`src/rtl/score_req_scheduler.sv`:
```
// Shares one score tracker between N player stations: latches one submission per station,
// issues them round-robin once the tracker's RAM clear is done, and routes results or timeouts back.
//
// state        | meaning
// -------------|---------------------------------------------------------------
// S_INIT_HOLD  | waiting out the tracker's post-reset RAM clear, no requests
// S_IDLE       | tracker free, grant the next pending station round-robin
// S_WAIT_VALID | request issued to station ptr_q, waiting for valid or timeout
module score_req_scheduler #(
    parameter int N           = 4,
    parameter int INIT_CYCLES = 36,
    parameter int TIMEOUT     = 16
) (
    input  logic             clk,
    input  logic             rst,
    input  logic [N-1:0]     sub_req,
    input  logic [7*N-1:0]   sub_score,
    input  logic [3*N-1:0]   sub_id,
    input  logic [N-1:0]     sub_guest,
    output logic [N-1:0]     sub_ack,
    output logic [N-1:0]     sub_done,
    output logic [N-1:0]     sub_pw,
    output logic [N-1:0]     sub_gw,
    output logic [N-1:0]     sub_tmo,
    output logic             score_req,
    output logic [6:0]       score,
    output logic [2:0]       playerID,
    output logic             isGuest,
    input  logic             valid,
    input  logic             personal_winner,
    input  logic             global_winner,
    output logic             ready
);

    localparam int PW = (N > 1) ? $clog2(N) : 1;
    localparam int IW = $clog2(INIT_CYCLES + 1);
    localparam int TW = $clog2(TIMEOUT + 1);

    typedef enum logic [1:0] {
        S_INIT_HOLD  = 2'd0,
        S_IDLE       = 2'd1,
        S_WAIT_VALID = 2'd2
    } state_t;

    state_t                state_q, state_d;
    logic [N-1:0]          pend_q, pend_d;
    logic [N-1:0][6:0]     lat_score_q, lat_score_d;
    logic [N-1:0][2:0]     lat_id_q, lat_id_d;
    logic [N-1:0]          lat_guest_q, lat_guest_d;
    logic [PW-1:0]         ptr_q, ptr_d;
    logic [IW-1:0]         init_cnt_q, init_cnt_d;
    logic [TW-1:0]         tmo_cnt_q, tmo_cnt_d;
    logic [N-1:0]          sub_ack_q, sub_ack_d;
    logic [N-1:0]          sub_done_q, sub_done_d;
    logic [N-1:0]          sub_pw_q, sub_pw_d;
    logic [N-1:0]          sub_gw_q, sub_gw_d;
    logic [N-1:0]          sub_tmo_q, sub_tmo_d;
    logic                  score_req_q, score_req_d;
    logic [6:0]            score_q, score_d;
    logic [2:0]            player_id_q, player_id_d;
    logic                  is_guest_q, is_guest_d;
    logic                  ready_q, ready_d;

    logic                  grant_found;
    logic [PW-1:0]         grant_idx;
    logic [PW-1:0]         cand;

    // First pending station strictly after the last grant, wrapping modulo N.
    always_comb begin
        grant_found = 1'b0;
        grant_idx   = '0;
        cand        = '0;
        for (int k = 1; k <= N; k++) begin
            cand = PW'((int'(ptr_q) + k) % N);
            if (!grant_found && pend_q[cand]) begin
                grant_found = 1'b1;
                grant_idx   = cand;
            end
        end
    end

    always_comb begin
        state_d     = state_q;
        pend_d      = pend_q;
        lat_score_d = lat_score_q;
        lat_id_d    = lat_id_q;
        lat_guest_d = lat_guest_q;
        ptr_d       = ptr_q;
        init_cnt_d  = init_cnt_q;
        tmo_cnt_d   = tmo_cnt_q;
        sub_ack_d   = '0;
        sub_done_d  = '0;
        sub_pw_d    = sub_pw_q;
        sub_gw_d    = sub_gw_q;
        sub_tmo_d   = sub_tmo_q;
        score_req_d = 1'b0;
        score_d     = score_q;
        player_id_d = player_id_q;
        is_guest_d  = is_guest_q;

        case (state_q)
            S_INIT_HOLD: begin
                if (init_cnt_q == IW'(INIT_CYCLES - 1)) begin
                    state_d = S_IDLE;
                end else begin
                    init_cnt_d = init_cnt_q + 1'b1;
                end
            end
            S_IDLE: begin
                if (grant_found) begin
                    ptr_d       = grant_idx;
                    score_d     = lat_score_q[grant_idx];
                    player_id_d = lat_id_q[grant_idx];
                    is_guest_d  = lat_guest_q[grant_idx];
                    score_req_d = 1'b1;
                    tmo_cnt_d   = '0;
                    state_d     = S_WAIT_VALID;
                end
            end
            S_WAIT_VALID: begin
                if (valid) begin
                    sub_pw_d[ptr_q]   = personal_winner;
                    sub_gw_d[ptr_q]   = global_winner;
                    sub_tmo_d[ptr_q]  = 1'b0;
                    sub_done_d[ptr_q] = 1'b1;
                    pend_d[ptr_q]     = 1'b0;
                    state_d           = S_IDLE;
                end else if (tmo_cnt_q == TW'(TIMEOUT - 1)) begin
                    sub_pw_d[ptr_q]   = 1'b0;
                    sub_gw_d[ptr_q]   = 1'b0;
                    sub_tmo_d[ptr_q]  = 1'b1;
                    sub_done_d[ptr_q] = 1'b1;
                    pend_d[ptr_q]     = 1'b0;
                    state_d           = S_IDLE;
                end else begin
                    tmo_cnt_d = tmo_cnt_q + 1'b1;
                end
            end
            default: state_d = S_INIT_HOLD;
        endcase

        // Capture only looks at the registered pend bit, so a station whose request
        // completes on this edge is still seen as busy and its strobe is dropped.
        for (int i = 0; i < N; i++) begin
            if (sub_req[i] && !pend_q[i]) begin
                pend_d[i]      = 1'b1;
                lat_score_d[i] = sub_score[7*i +: 7];
                lat_id_d[i]    = sub_id[3*i +: 3];
                lat_guest_d[i] = sub_guest[i];
                sub_ack_d[i]   = 1'b1;
            end
        end

        ready_d = (state_d == S_IDLE) || (state_d == S_WAIT_VALID);
    end

    always_ff @(posedge clk or negedge rst) begin
        if (!rst) begin
            state_q     <= S_INIT_HOLD;
            pend_q      <= '0;
            lat_score_q <= '0;
            lat_id_q    <= '0;
            lat_guest_q <= '0;
            ptr_q       <= PW'(N - 1);
            init_cnt_q  <= '0;
            tmo_cnt_q   <= '0;
            sub_ack_q   <= '0;
            sub_done_q  <= '0;
            sub_pw_q    <= '0;
            sub_gw_q    <= '0;
            sub_tmo_q   <= '0;
            score_req_q <= 1'b0;
            score_q     <= '0;
            player_id_q <= '0;
            is_guest_q  <= 1'b0;
            ready_q     <= 1'b0;
        end else begin
            state_q     <= state_d;
            pend_q      <= pend_d;
            lat_score_q <= lat_score_d;
            lat_id_q    <= lat_id_d;
            lat_guest_q <= lat_guest_d;
            ptr_q       <= ptr_d;
            init_cnt_q  <= init_cnt_d;
            tmo_cnt_q   <= tmo_cnt_d;
            sub_ack_q   <= sub_ack_d;
            sub_done_q  <= sub_done_d;
            sub_pw_q    <= sub_pw_d;
            sub_gw_q    <= sub_gw_d;
            sub_tmo_q   <= sub_tmo_d;
            score_req_q <= score_req_d;
            score_q     <= score_d;
            player_id_q <= player_id_d;
            is_guest_q  <= is_guest_d;
            ready_q     <= ready_d;
        end
    end

    assign sub_ack   = sub_ack_q;
    assign sub_done  = sub_done_q;
    assign sub_pw    = sub_pw_q;
    assign sub_gw    = sub_gw_q;
    assign sub_tmo   = sub_tmo_q;
    assign score_req = score_req_q;
    assign score     = score_q;
    assign playerID  = player_id_q;
    assign isGuest   = is_guest_q;
    assign ready     = ready_q;

endmodule

```
`config.mk`:
```
export PLATFORM = sky130hd
export DESIGN_NAME = score_req_scheduler
export DESIGN_NICKNAME = d
export VERILOG_FILES = /design/src/rtl/score_req_scheduler.sv
export SDC_FILE = /design/constraint.sdc
export NUM_CORES = 1
export LEC_CHECK = 0
export CAP_MARGIN = 15
export CORE_ASPECT_RATIO = 1.4
export CORE_MARGIN = 4
export CORE_UTILIZATION = 30
export CTS_BUF_LIST = sky130_fd_sc_hd__clkbuf_16
export CTS_CLUSTER_SIZE = 25
export DETAILED_ROUTE_END_ITERATION = 10
export DONT_BUFFER_PORTS = 1
export HOLD_SLACK_MARGIN = 0.03
export PLACE_DENSITY = 0.44
export SKIP_LAST_GASP = 1
export SYNTH_ARGS = -nofsm -noshare
export SYNTH_HDL_FRONTEND = slang
export SYNTH_SLANG_ARGS = --single-unit
```
`constraint.sdc`:
```
create_clock -name clk -period 3.9 [get_ports clk]
set_input_delay 0.78 -clock clk [delete_from_list [all_inputs] [get_ports clk]]
set_output_delay 0.78 -clock clk [all_outputs]
set_load 0.02 [all_outputs]
```
==> out/results.ini <==
[run_status]
status = finished, final reports clean

[yosys]
syn_area_per_cell_um2 = 11.8
muxShareOfSynthArea_pct = 13.2
seq_area_frac_synth_pct = 54.6
synth_top_cell_by_area = dfrtp_1
async_flop_share_pct = 100
synth-simple-area-share_pct = 11.5
syn_nets = 434
synth_area_mm2 = 0.00440
yosys-top-cells-area = dfrtp_1 53%, mux2_2 12%, nand2_1 3.3%, nor2b_1 3.3%, a221oi_1 2.6%
synth_top_family_by_area = compound AO/OA/AOI/OAI gates
synth_top_area_share_pct = 53.4
synth_seq_cells = 96
ys.warnings.count = 0
synth_cell_type_count = 50
syn_inst = 374
synth_edf_count = 0
synth-compound-area-share_pct = 13.6
synth_adder_area_share_pct = 1.99
synth_ff_type = dfrtp_1
synth_xor_area_share_pct = 1.39

[worst_setup_path]
crit_chain = inv_1, ha_1, nand2b_1, o211ai_1, a221oi_4, and2b_1, a2111oi_0, o31ai_1
arrival_ps = 3510
reg2reg_depth = 8
cp_data_required_time_ps = 4100
crit_path_end_kind = flip-flop
setup.worst_path.class = flip-flop to flip-flop
cpMaxStageDelayCell = dfstp_2
startpoint_type = flip-flop
reg2reg_from = ptr_q[1]$_DFFE_PN1P_
timing.rr.end = score[2]$_DFFE_PN0P_
rrSetupSlack_ps = 590
critPathMaxFanout = 15
slowest_delay_ps = 610

[die]
initial_core_util_pct = 30.5
io_pins = 86
die_area_mm2 = 0.0167
die_h_um = 151
chipWidth_um = 110
rows = 52
core_mm2 = 0.0144

[timing]
fin_crit_sh_pct = 84.8
rsz0062_at_grt = false
tightest_slew_ps = 728
setup_viol = 0
tns_ps = 0
slew_viol_final = 0
period_needed_ps = 3310
fin_skew_ps = 8.67
fmax_ghz = 0.302
hold_violations = 0
slew_headroom_pct = 51.2

[placement]
port_buffers = 0
place_area_mm2 = 0.00462
gp_congestion = 0.760
hpwl_um = 7940

[power_and_ir_drop]
p_leak_nw = 2.04
power_density_mw_per_mm2 = 970
power_frac_clock_pct = 18.2
p_comb_share_pct = 41.9
p_int_mw = 2.84
seq_power_share_pct = 39.9
p_switching_mw = 1.92
swShare_pct = 40.3
power_mw = 4.76
vdd_drop_max_v = 0.000452

[clock_tree]
clkTransAtPathRegs_ps = 70
htree_levels = 3
clk_path_buf_depth = 2
cts_tree = built
cts_root_buffer = clkbuf_16
cts_made_buffers = 9
cts_resized = 0
clock_latency_ps = 340
holdBufCountCts = 0
cts.sinks = 96
post_cts_buffers = 0

[global_routing]
grt_pass1_wl_um = 17000
track_usage_pct = 13.8
grt_busiest_layer = met2
antenna_found_initial = 3
grt_pass1_vias = 3099
gr-total-overflow = 0
use_met3_pct = 4.82
met1_usage_pct = 14.6
met2_usage_pct = 24.4
grt_max_degree = 97

[routing]
ant_nets = 0
wl_per_cell_um = 19.3
vias_per_cell = 5.10
wl_um = 11000
post-route-drc-count = 0
num_vias = 2903
firstDrtPassIters = 4
first_iter_violations = 175

[job]
max_cap_viol_count = 0

[layout]
ff_latch_area_mm2 = 0.00240
final_common_cell = dfrtp_1
nets = 435
area_growth_syn_to_layout_pct = 11.5
final_cell_mix = 94 x dfrtp_1, 46 x mux2_2, 39 x nand2_1
drive_above_1_share_pct = 21.4
design_area_mm2 = 0.00491
fillers = 1492
multiInputGateArea_mm2 = 0.00184

[min_path]
hp-class = primary input to asynchronous set/reset pin

power groups by stage:
stage | Clock (mW) | Combinational (mW) | Sequential, mW
3_3_place_gp | 0 | 1.97 | 1.94
6_report | 0.867 | 1.99 | 1.90
4_1_cts | 0.903 | 2.02 | 1.92
5_1_grt | 0.951 | 2.22 | 1.96
2_1_floorplan | 0 | 1.71 | 1.73
3_5_place_dp | 0 | 2.02 | 1.94
worst max-delay path by stage:
stage	from	end	slack, ps	cells past startpoint
final	ptr_q[1]$_DFFE_PN1P_	score[2]$_DFFE_PN0P_	590	8
after global routing	ptr_q[1]$_DFFE_PN1P_	isGuest$_DFFE_PN0P_	370	9
after CTS	ptr_q[1]$_DFFE_PN1P_	score[2]$_DFFE_PN0P_	460	8
after detailed placement	ptr_q[1]$_DFFE_PN1P_	score[2]$_DFFE_PN0P_	480	8
after global placement	ptr_q[1]$_DFFE_PN1P_	score[2]$_DFFE_PN0P_	570	8
after floorplan	ptr_q[0]$_DFFE_PN1P_	isGuest$_DFFE_PN0P_	1040	11
cell usage after synthesis, types with 3 or more instances:
cell	count
nand2b_1	3
xor2_1	4
xnor2_1	3
nand2_1	39
a21o_1	4
nand3_1	4
nor2b_1	23
a221oi_1	13
ha_1	7
nor3_1	3
o21ai_0	18
a21oi_1	4
mux2_2	46
buf_2	3
and2b_1	4
a2111oi_0	8
buf_6	3
nor2_1	14
inv_1	9
nand4_1	3
clkbuf_1	16
dfrtp_1	94
o31ai_1	12
layer usage:
layer | vias up | part of all wire, % | routed length, um
li1 | 1350 | - | -
met3 | 16 | 8.1 | 890
met2 | 101 | 53 | 5800
met4 | 4 | 1.8 | 194
met5 | - | 0.19 | 21
met1 | 1432 | 37 | 4050
metrics by stage:
stage               hold WS (ps)  setup WS, ps  util [%]  std cells
floorplan                    465          1040         -        374
global placement             485           572      32.0        553
detailed placement           489           484      32.0        553
CTS                          113           458      34.0        568
global route                 105           370      34.0        569
finish                       130           592      34.0        569
cells by family after synthesis:
kind of cell | count (synthesis)
buffers and inverters | 34
multiplexers | 50
adder cells (fa/ha/maj) | 7
AND/OR/NAND/NOR | 101
AO/OA/AOI/OAI | 79
XOR/XNOR | 7
flip-flops | 96
critical path: cells and delay by family, from the launching register on:
family | cells | cell delay (ps)
buffers and inverters | 1 | 130
adders and majority gates | 1 | 590
DFF | 1 | 610
and+or+nand+nor | 2 | 480
AOI/OAI and AO/OA | 4 | 1360
flip-flops by register name, summed over array words and instances, names as in the netlist, 3 cells and up, named ones only:
signal / count
sub_ack: 4
lat_guest_q: 4
sub_gw: 4
sub_pw: 4
tmo_cnt_q: 5
init_cnt_q: 6
lat_id_q: 12
lat_score_q: 28
sub_done: 4
playerID: 3
score: 7
pend_q: 4
area by class of cell:
class | instances | share of cell area, %
well taps | 189 | 4.82
diodes | 1 | 0.0510
flip-flops and latches | 96 | 49.0
inverters | 11 | 0.841
clock inverters | 6 | 1.25
repair buffers | 13 | 1.99
multi-input cells | 244 | 37.5
clock buffers | 9 | 4.59
Power figures use the tool's default switching activity.
